==> config.mk <==
export PLATFORM = sky130hd
export DESIGN_NAME = game_session_ctrl_flat
export DESIGN_NICKNAME = d
export VERILOG_FILES = /design/src/rtl/game_session_ctrl_if.sv /design/src/rtl/game_session_ctrl.sv /design/src/flat_wrapper.sv
export SDC_FILE = /design/constraint.sdc
export NUM_CORES = 1
export LEC_CHECK = 0
export CORE_ASPECT_RATIO = 1.25
export CORE_MARGIN = 5
export CORE_UTILIZATION = 26
export DETAILED_ROUTE_END_ITERATION = 8
export DONT_BUFFER_PORTS = 1
export SLEW_MARGIN = 20
export SYNTH_ARGS = -nofsm -noshare
export SYNTH_HDL_FRONTEND = slang
export SYNTH_SLANG_ARGS = --single-unit
==> constraint.sdc <==
create_clock -name clk_i -period 3.2 [get_ports clk_i]
set_input_delay 0 -clock clk_i [delete_from_list [all_inputs] [get_ports clk_i]]
set_output_delay 0 -clock clk_i [all_outputs]
set_load 0.03 [all_outputs]
==> src/rtl/game_session_ctrl_if.sv <==
// Bundle of the per-frame game inputs and the session status outputs of
// game_session_ctrl; the player generators drive it as master.
interface game_session_ctrl_if #(
  parameter int NUM_PLAYERS = 4,
  parameter int LOC_W       = 9,
  parameter int SCORE_W     = 8
);
  logic                           tick_i;
  logic                           new_game_i;
  logic [NUM_PLAYERS-1:0]         player_en_i;
  logic [NUM_PLAYERS*LOC_W-1:0]   luc_loc_i;
  logic [1:0]                     state_o;
  logic                           lines_run_o;
  logic [3:0]                     countdown_o;
  logic [NUM_PLAYERS-1:0]         alive_o;
  logic [NUM_PLAYERS*SCORE_W-1:0] score_o;
  logic [2:0]                     winner_o;
  logic                           winner_valid_o;

  modport master (
    output tick_i, new_game_i, player_en_i, luc_loc_i,
    input  state_o, lines_run_o, countdown_o, alive_o, score_o, winner_o, winner_valid_o
  );

  modport slave (
    input  tick_i, new_game_i, player_en_i, luc_loc_i,
    output state_o, lines_run_o, countdown_o, alive_o, score_o, winner_o, winner_valid_o
  );
endinterface

==> src/rtl/game_session_ctrl.sv <==
// Round/score controller for the N-player gravity runner: IDLE -> COUNTDOWN
// -> RUN -> OVER, with playfield eliminations, saturating scores and a winner.
module game_session_ctrl #(
  parameter int NUM_PLAYERS     = 4,
  parameter int LOC_W           = 9,
  parameter int SCORE_W         = 8,
  parameter int KILL_TOP        = 0,
  parameter int KILL_BOTTOM     = 440,
  parameter int COUNTDOWN_TICKS = 3
) (
  input logic                clk_i,
  input logic                rst_i,
  game_session_ctrl_if.slave bus
);

  typedef enum logic [1:0] {
    S_IDLE      = 2'd0,
    S_COUNTDOWN = 2'd1,
    S_RUN       = 2'd2,
    S_OVER      = 2'd3
  } state_t;

  localparam logic [LOC_W-1:0] KILL_TOP_L    = LOC_W'(KILL_TOP);
  localparam logic [LOC_W-1:0] KILL_BOTTOM_L = LOC_W'(KILL_BOTTOM);
  localparam logic [3:0]       CD_INIT       = 4'(COUNTDOWN_TICKS);

  function automatic logic [3:0] popcnt(input logic [NUM_PLAYERS-1:0] v);
    logic [3:0] n;
    n = '0;
    for (int k = 0; k < NUM_PLAYERS; k++) n = n + {3'b000, v[k]};
    return n;
  endfunction

  function automatic logic [SCORE_W-1:0] sat_inc(input logic [SCORE_W-1:0] s);
    return (&s) ? s : s + SCORE_W'(1);
  endfunction

  state_t                     state;
  logic                       ng_q;
  logic [NUM_PLAYERS-1:0]     active;
  logic [NUM_PLAYERS-1:0]     alive;
  logic [NUM_PLAYERS*SCORE_W-1:0] score;
  logic [3:0]                 countdown;
  logic [2:0]                 winner;
  logic                       winner_valid;
  logic                       lines_run;

  logic                       ng_edge;
  logic                       start_round;
  logic [NUM_PLAYERS-1:0]     kill;
  logic [NUM_PLAYERS-1:0]     next_alive;
  logic                       multi;
  logic                       run_end;
  logic [2:0]                 win_idx;

  assign ng_edge     = bus.new_game_i & ~ng_q;
  // A new round can be armed from any state except RUN, and only with players.
  assign start_round = ng_edge & (|bus.player_en_i) & (state != S_RUN);

  always_comb begin
    kill = '0;
    for (int k = 0; k < NUM_PLAYERS; k++) begin
      kill[k] = alive[k] &
                ((bus.luc_loc_i[k*LOC_W +: LOC_W] <= KILL_TOP_L) |
                 (bus.luc_loc_i[k*LOC_W +: LOC_W] >= KILL_BOTTOM_L));
    end
  end

  assign next_alive = alive & ~kill;
  assign multi      = (popcnt(active) >= 4'd2);
  assign run_end    = multi ? (popcnt(next_alive) <= 4'd1) : (next_alive == '0);

  always_comb begin
    win_idx = '0;
    for (int k = 0; k < NUM_PLAYERS; k++) begin
      if (next_alive[k]) win_idx = 3'(k);
    end
  end

  always_ff @(posedge clk_i or negedge rst_i) begin
    if (!rst_i) begin
      state        <= S_IDLE;
      ng_q         <= 1'b0;
      active       <= '0;
      alive        <= '0;
      score        <= '0;
      countdown    <= '0;
      winner       <= '0;
      winner_valid <= 1'b0;
      lines_run    <= 1'b0;
    end else begin
      ng_q <= bus.new_game_i;
      if (start_round) begin
        state        <= S_COUNTDOWN;
        lines_run    <= 1'b0;
        countdown    <= CD_INIT;
        active       <= bus.player_en_i;
        alive        <= bus.player_en_i;
        score        <= '0;
        winner       <= '0;
        winner_valid <= 1'b0;
      end else begin
        case (state)
          S_COUNTDOWN: begin
            if (bus.tick_i) begin
              if (countdown <= 4'd1) begin
                state     <= S_RUN;
                lines_run <= 1'b1;
                countdown <= '0;
              end else begin
                countdown <= countdown - 4'd1;
              end
            end
          end
          S_RUN: begin
            alive <= next_alive;
            // Only players surviving this cycle's kill check earn the tick.
            if (bus.tick_i) begin
              for (int k = 0; k < NUM_PLAYERS; k++) begin
                if (next_alive[k])
                  score[k*SCORE_W +: SCORE_W] <= sat_inc(score[k*SCORE_W +: SCORE_W]);
              end
            end
            if (run_end) begin
              state        <= S_OVER;
              lines_run    <= 1'b0;
              winner_valid <= multi & (popcnt(next_alive) == 4'd1);
              winner       <= (multi & (popcnt(next_alive) == 4'd1)) ? win_idx : 3'd0;
            end
          end
          default: ;
        endcase
      end
    end
  end

  assign bus.state_o        = state;
  assign bus.lines_run_o    = lines_run;
  assign bus.countdown_o    = countdown;
  assign bus.alive_o        = alive;
  assign bus.score_o        = score;
  assign bus.winner_o       = winner;
  assign bus.winner_valid_o = winner_valid;

endmodule
==> src/flat_wrapper.sv <==
// flat-port wrapper written by rule: the top's interface ports become plain ports
module game_session_ctrl_flat 
#(
  parameter int NUM_PLAYERS     = 4,
  parameter int LOC_W           = 9,
  parameter int SCORE_W         = 8,
  parameter int KILL_TOP        = 0,
  parameter int KILL_BOTTOM     = 440,
  parameter int COUNTDOWN_TICKS = 3
)
  (clk_i, rst_i, bus_tick_i, bus_new_game_i, bus_player_en_i, bus_luc_loc_i, bus_state_o, bus_lines_run_o, bus_countdown_o, bus_alive_o, bus_score_o, bus_winner_o, bus_winner_valid_o);
  game_session_ctrl_if #(.NUM_PLAYERS(NUM_PLAYERS), .LOC_W(LOC_W), .SCORE_W(SCORE_W)) bus_i ();
  input logic clk_i;
  input logic rst_i;
  input wire logic [$bits(bus_i.tick_i)-1:0] bus_tick_i;
  input wire logic [$bits(bus_i.new_game_i)-1:0] bus_new_game_i;
  input wire logic [$bits(bus_i.player_en_i)-1:0] bus_player_en_i;
  input wire logic [$bits(bus_i.luc_loc_i)-1:0] bus_luc_loc_i;
  output wire logic [$bits(bus_i.state_o)-1:0] bus_state_o;
  output wire logic [$bits(bus_i.lines_run_o)-1:0] bus_lines_run_o;
  output wire logic [$bits(bus_i.countdown_o)-1:0] bus_countdown_o;
  output wire logic [$bits(bus_i.alive_o)-1:0] bus_alive_o;
  output wire logic [$bits(bus_i.score_o)-1:0] bus_score_o;
  output wire logic [$bits(bus_i.winner_o)-1:0] bus_winner_o;
  output wire logic [$bits(bus_i.winner_valid_o)-1:0] bus_winner_valid_o;
  assign bus_i.tick_i = bus_tick_i;
  assign bus_i.new_game_i = bus_new_game_i;
  assign bus_i.player_en_i = bus_player_en_i;
  assign bus_i.luc_loc_i = bus_luc_loc_i;
  assign bus_state_o = bus_i.state_o;
  assign bus_lines_run_o = bus_i.lines_run_o;
  assign bus_countdown_o = bus_i.countdown_o;
  assign bus_alive_o = bus_i.alive_o;
  assign bus_score_o = bus_i.score_o;
  assign bus_winner_o = bus_i.winner_o;
  assign bus_winner_valid_o = bus_i.winner_valid_o;
  game_session_ctrl #(.NUM_PLAYERS(NUM_PLAYERS), .LOC_W(LOC_W), .SCORE_W(SCORE_W), .KILL_TOP(KILL_TOP), .KILL_BOTTOM(KILL_BOTTOM), .COUNTDOWN_TICKS(COUNTDOWN_TICKS)) u_core (.clk_i(clk_i), .rst_i(rst_i), .bus(bus_i));
endmodule
### Yosys cells after proc, flatten, opt, wreduce, memory -nomap -nowiden

Cells that the tools add are included.
W data, S select, Z words.

| word-level totals | value |
|---|---|
| flip-flop bits (word level) | 52 |
| input port bits | 44 |
| output and inout bits | 47 |
| logic and storage cells | 120 |

| cells by class | value |
|---|---|
| add/sub/neg operators | 11 |
| $lt $le $gt $ge | 11 |
| equality and inequality tests | 11 |
| mux-type cells | 38 |
| bitwise operators | 15 |
| reductions and logical operators | 22 |

Operators with widths:

| cell | number |
|---|---|
| $mux W32 | 3 |
| $mux W8 | 8 |
| $ge A9 B9 Y1 const B | 4 |
| $le A9 B1 Y1 const B | 4 |
| $add A8 B1 Y8 const B | 4 |
| $reduce_and A8 Y1 | 4 |
| $mux W4 | 6 |
| $reduce_and A4 Y1 | 5 |
| $add A4 B1 Y4 | 4 |
| $reduce_bool A2 Y1 | 8 |
| $mux W2 | 7 |
| $mux W1 | 9 |
| $mux W3 | 3 |
| $and A1 B1 Y1 | 8 |
| $le A4 B1 Y1 const B | 2 |
| $ne A2 B1 Y1 const B | 4 |
| $ne A3 B1 Y1 const B | 2 |
| $add A1 B1 Y2 | 2 |
| $and A4 B4 Y4 | 1 |
| $eq A4 B1 Y1 const B | 1 |
| $ge A4 B2 Y1 const B | 1 |
| $logic_not A4 Y1 | 1 |
| $not A4 Y4 | 1 |
| $or A1 B1 Y1 | 4 |
| 11 further kinds | 12 |

### Logic depth before layout (Yosys ltp)

| logic depth | value |
|---|---|
| depth in word-level cells | 14 |
| depth in mapped cells | 13 |
| mapped depth without buffers | 12 |

### Least setup slack after synthesis

OpenSTA, ideal clock, no wires.

| timing path | value |
|---|---|
| kind | reg-to-reg |
| start point | register u_core.alive[1] (netlist: u_core.bus.alive_o[1]) |
| end point | register u_core.winner[1] (netlist: u_core.bus.winner_o[1]) |
| setup time | 0.065 ns |
| arrival | 2.564 ns |
| required time | 3.135 ns |
| slack | 0.572 ns |
| cell stages (with the launch flop) | 13 |
| path buffers | 1 |
| clock period less this slack | 2.628 ns |
| path through | dfrtp_1 > o21ai_0 > nand2b_1 > clkbuf_1 > ha_1 > inv_1 > fa_1 > inv_1 > ha_1 > nor4_1 > nand2_1 > a211oi_1 > a21o_1 |

| between the ends | value |
|---|---|
| longest elaborated chain between the ends | 12 |
| elaborated cells on any way between the ends | 17 |
| those cells by class | add/sub: 3; order compare: 1; eq/ne: 1; mux: 5; bitwise: 4; reduce/logical: 3 |

Ends and longest elaborated chain:

| item | line | source |
|---|---|---|
| start, declared | game_session_ctrl.sv:41 | `logic [NUM_PLAYERS-1:0] alive;` |
| start signal, assigned | game_session_ctrl.sv:98 | `alive <= bus.player_en_i;` |
| start signal, assigned | game_session_ctrl.sv:116 | `alive <= next_alive;` |
| $and A1 B1 Y1 | game_session_ctrl.sv:63 | `kill[k] = alive[k] &` |
| $not A4 Y4 | game_session_ctrl.sv:69 | `assign next_alive = alive & ~kill;` |
| $and A4 B4 Y4 (*) | game_session_ctrl.sv:69 |  |
| $add A1 B1 Y2 | game_session_ctrl.sv:30 | `for (int k = 0; k < NUM_PLAYERS; k++) n = n + {3'b000, v[k]};` |
| $add A4 B1 Y4 (2 in a row) | game_session_ctrl.sv:30 |  |
| $eq A4 B1 Y1 | game_session_ctrl.sv:128 | `winner <= (multi & (popcnt(next_alive) == 4'd1)) ? win_idx : 3'd0;` |
| $and A1 B1 Y1 | game_session_ctrl.sv:128 |  |
| $mux W2 | game_session_ctrl.sv:128 |  |
| $mux W3 | game_session_ctrl.sv:124 | `if (run_end) begin` |
| $mux W3 | game_session_ctrl.sv:103 | `case (state)` |
| $mux W3 | game_session_ctrl.sv:93 | `if (start_round) begin` |
| end signal, assigned | game_session_ctrl.sv:128 |  |
| end, declared | game_session_ctrl.sv:44 | `logic [2:0] winner;` |

Every way passes the cells marked *; elsewhere a longest branch is shown, timed or not. The select of a mux whose other input is x is not followed.
A chain may end at the register's enable or synchronous reset.

### Worst setup path in the final report

| timing path | value |
|---|---|
| start point | register u_core.state[0] (netlist: u_core.bus.state_o[0]) |
| end point | register u_core.score[6] (netlist: u_core.bus.score_o[6]) |

| between the ends | value |
|---|---|
| longest elaborated chain between the ends | 4 |
| elaborated cells on any way between the ends | 9 |
| those cells by class | eq/ne: 3; mux: 1; bitwise: 1; reduce/logical: 4 |

Ends and longest elaborated chain:

| item | line | source |
|---|---|---|
| start, declared | game_session_ctrl.sv:38 | `state_t state;` |
| start signal, assigned | game_session_ctrl.sv:82 | `state <= S_IDLE;` |
| start signal, assigned | game_session_ctrl.sv:94 | `state <= S_COUNTDOWN;` |
| start signal, assigned | game_session_ctrl.sv:107 | `state <= S_RUN;` |
| $ne A2 B2 Y1 | game_session_ctrl.sv:58 | `assign start_round = ng_edge & (\|bus.player_en_i) & (state != S_RUN);` |
| $and A1 B1 Y1 | game_session_ctrl.sv:58 |  |
| $ne A2 B1 Y1 (no source line) or $reduce_bool A2 Y1 (tied branches) | -- |  |
| $reduce_and A4 Y1 (no source line) | -- |  |
| end signal, assigned by index | game_session_ctrl.sv:121 | `score[k*SCORE_W +: SCORE_W] <= sat_inc(score[k*SCORE_W +: SCORE_W]);` |
| end, declared | game_session_ctrl.sv:42 | `logic [NUM_PLAYERS*SCORE_W-1:0] score;` |

Several ways; a longest one is shown, not always the timed one.

==> flow_metrics.tcl <==
set metrics [dict create \
    outcome "completed" \
    die_area_um2 13790 \
    start_util 0.2679 \
    fin_ws_ns 0.4041 \
    dieHeight_um 130.1 \
    fin_tns_setup_ns 0 \
    grt_pass1_wl_um 13600 \
    core_um2 11190 \
    worstPathMaxFanout 14 \
    min_period_ns 2.796 \
    crit_arrival_ns 3.01 \
    die_w_um 106.0 \
    leakage_nw 1.503 \
    synth_adder_area_share 0.06511 \
    synth_fp_nets 397 \
    async_reset_ff_frac 1.000 \
    clock_latency_ns 0.29 \
    io_buffers 0 \
    firstDrtPassIters 6 \
    antenna_found_initial 0 \
    synth_area_um2 2998 \
    clock-sinks 51 \
    clock_skew_ns 0.005674 \
    dp_cells 469 \
    h-tree-depth 2 \
    rsz0062_at_grt "false" \
    synth_compound_area_frac 0.1895 \
    fmax_mhz 357.7 \
    min_path_type "in -> reg" \
    worstSetupEndpointType "flip-flop" \
    grt_max_degree 52 \
    clock-root-buffer "clkbuf_16" \
    yosysWarnings 0 \
    post-cts-setup-buffers 0 \
    gp_congestion 0.7796 \
    synth_mux_area_frac 0.01669 \
    cts_tree "yes" \
    antenna_left 0 \
    clockBufferDepth 2 \
    multi_input_area_um2 1572 \
    grtUsageTotal 0.1242 \
    cp-start-kind "flip-flop" \
    yosys.area_share.simple 0.2383 \
    rows 43 \
    dp_hpwl_um 6335 \
    worstSetupPathType "reg -> reg" \
    seq_area_um2 1276 \
    post-place-ws_ns 0.4596 \
    synthCells 338 \
    avgViaCountPerCell 5.505 \
    fin_cells 485 \
    area_growth_pct 14.23 \
    drt_iter0_drc 93 \
    ys_seq_elements 51 \
    setup_viol 0 \
    power_density_nw_per_um2 765.0 \
    layout-drive-gt1-share 0.05714 \
    ios 91 \
    cts_buffers 5 \
    hold_violations 0 \
    required_ns 3.42 \
    period_share 0.8737 \
    synthFlopType "dfrtp_1" \
    maxSlewViolCount 0 \
    slew_headroom 0.5209 \
    seq_area_frac_synth 0.4257 \
    worst_pin_slew_ns 0.7120 \
    antennaDiodeCount 0 \
    vias 2670 \
    grt_overflow_total 0 \
    routed_wl_um 8540 \
    postSynthAreaPerCell_um2 8.869 \
    nets 408 \
    drv_cap 0 \
    fin_area_um2 3425 \
    ys_types 48 \
    synth_top_family_by_area "simple AND/OR/NAND/NOR gates" \
    routedWlPerCell_um 17.61 \
    synth_edf_count 0 \
    fillers 1165 \
    drc_errors 0 \
    reg2reg_slack_ns 0.40 \
    post_dp_cell_area_um2 3171 \
    vdd_drop_max_v 0.0002557 \
    synth_xor_area_frac 0.01169 \
    first_global_vias 2674 \
    clkTransAtPathRegs_ns 0.07 \
]
[cells by family (layout without fill, tap and decap cells)]
| logic type | after synthesis | in the layout |
|---|---|---|
| XOR/XNOR | 4 | 4 |
| other | 1 | 1 |
| AO/OA/AOI/OAI | 88 | 88 |
| buffers and inverters | 36 | 48 |
| AND/OR/NAND/NOR | 138 | 138 |
| adder cells (fa/ha/maj) | 15 | 15 |
| flip-flops | 51 | 51 |
| multiplexers | 5 | 5 |
[critical path: stages (launching register included)]
cell	delay (ns)
dfrtp_1	0.58
inv_1	0.09
ha_1	0.23
o31ai_1	0.55
nand4_1	0.55
or4_1	0.56
a21oi_1	0.16
[layer usage]
metal / vias up / track usage / part of all wire
li1: 1278 / - / -
met1: 1313 / 0.1329 / 0.39
met2: 67 / 0.2305 / 0.52
met3: 12 / 0.03662 / 0.070
met4: 0 / 0.04802 / 0.020
met5: - / 0 / 0
[path summary, 6_finish.rpt]
kind,to,start,cells past startpoint
setup reg to reg,u_core.bus.score_o[6],u_core.bus.state_o[0],6
hold reg to reg,u_core.active[2],u_core.active[2],2
hold / removal,u_core.bus.alive_o[1],bus_player_en_i[1],2
min in group asynchronous,u_core.bus.state_o[0],rst_i,2
max in group asynchronous,u_core.bus.score_o[20],rst_i,2
setup / recovery,u_core.bus.score_o[6],u_core.bus.state_o[0],6
[final cells by class]
cell class,instances,share of cell area
Inverter,23,0.02521
Timing Repair Buffer,17,0.04823
Tap cell,135,0.04932
Multi-Input combinational cell,251,0.4589
Clock buffer,8,0.04567
Sequential cell,51,0.3727
[state kept, by name, indices dropped and copies added (netlist names)]
signal	flops
u_core.bus.state_o	2
u_core.ng_q	1
u_core.bus.alive_o	4
u_core.bus.countdown_o	4
u_core.bus.winner_valid_o	1
u_core.bus.score_o	32
u_core.active	4
u_core.bus.lines_run_o	1
u_core.bus.winner_o	2
[power by group]
part,total [W],internal (W),switching (W)
clock,0.000567,0.000334,0.000233
combinational,0.000929,0.000342,0.000587
sequential,0.00112,0.000783,0.000341
total,0.00262,0.00146,0.00116
[cell usage after synthesis, types with 3 or more instances]
cell,count,share of area
a21oi_1,29,0.048
a31oi_1,4,0.0083
and2_1,4,0.0083
and3_1,10,0.021
clkbuf_1,9,0.011
dfrtp_1,51,0.43
ha_1,14,0.058
inv_1,22,0.028
mux2i_1,5,0.017
nand2_1,35,0.044
nand3_1,28,0.047
nand4_1,4,0.0083
nor2_1,17,0.021
nor3_1,7,0.012
nor4_1,7,0.015
o21ai_0,18,0.030
o311ai_0,4,0.012
o31ai_1,12,0.030
o41ai_1,4,0.012
or3_1,9,0.019
or4_1,10,0.025
xor2_1,3,0.0088
[layout by cell type, fill, tap and decap left out, types with 9 or more instances in the layout]
master,netlist,routed
a21oi_1,29,29
nand3_1,28,28
o31ai_1,12,12
o21ai_0,18,18
nor2_1,17,17
inv_1,22,22
ha_1,14,14
or4_1,10,10
or3_1,9,9
nand2_1,35,35
dfrtp_1,51,51
buf_4,1,9
and3_1,10,10
[what timing repair did]
action,CTS,global route
hold endpoints to repair,61,0
hold buffers,8,0
gates resized for setup,0,0
[stage by stage]
stage | hold WS [ns] | utilization | total power, W
global route | 0.01938 | 0.3060 | 0.002815
global placement | -0.2935 | 0.2833 | 0.002021
CTS | 0.002150 | 0.3060 | 0.002652
detailed placement | -0.2940 | 0.2833 | 0.002050
floorplan | -0.2956 | - | 0.001782
finish | 0.01526 | 0.3060 | 0.002620
No activity file was read; power rests on OpenSTA's default activity.
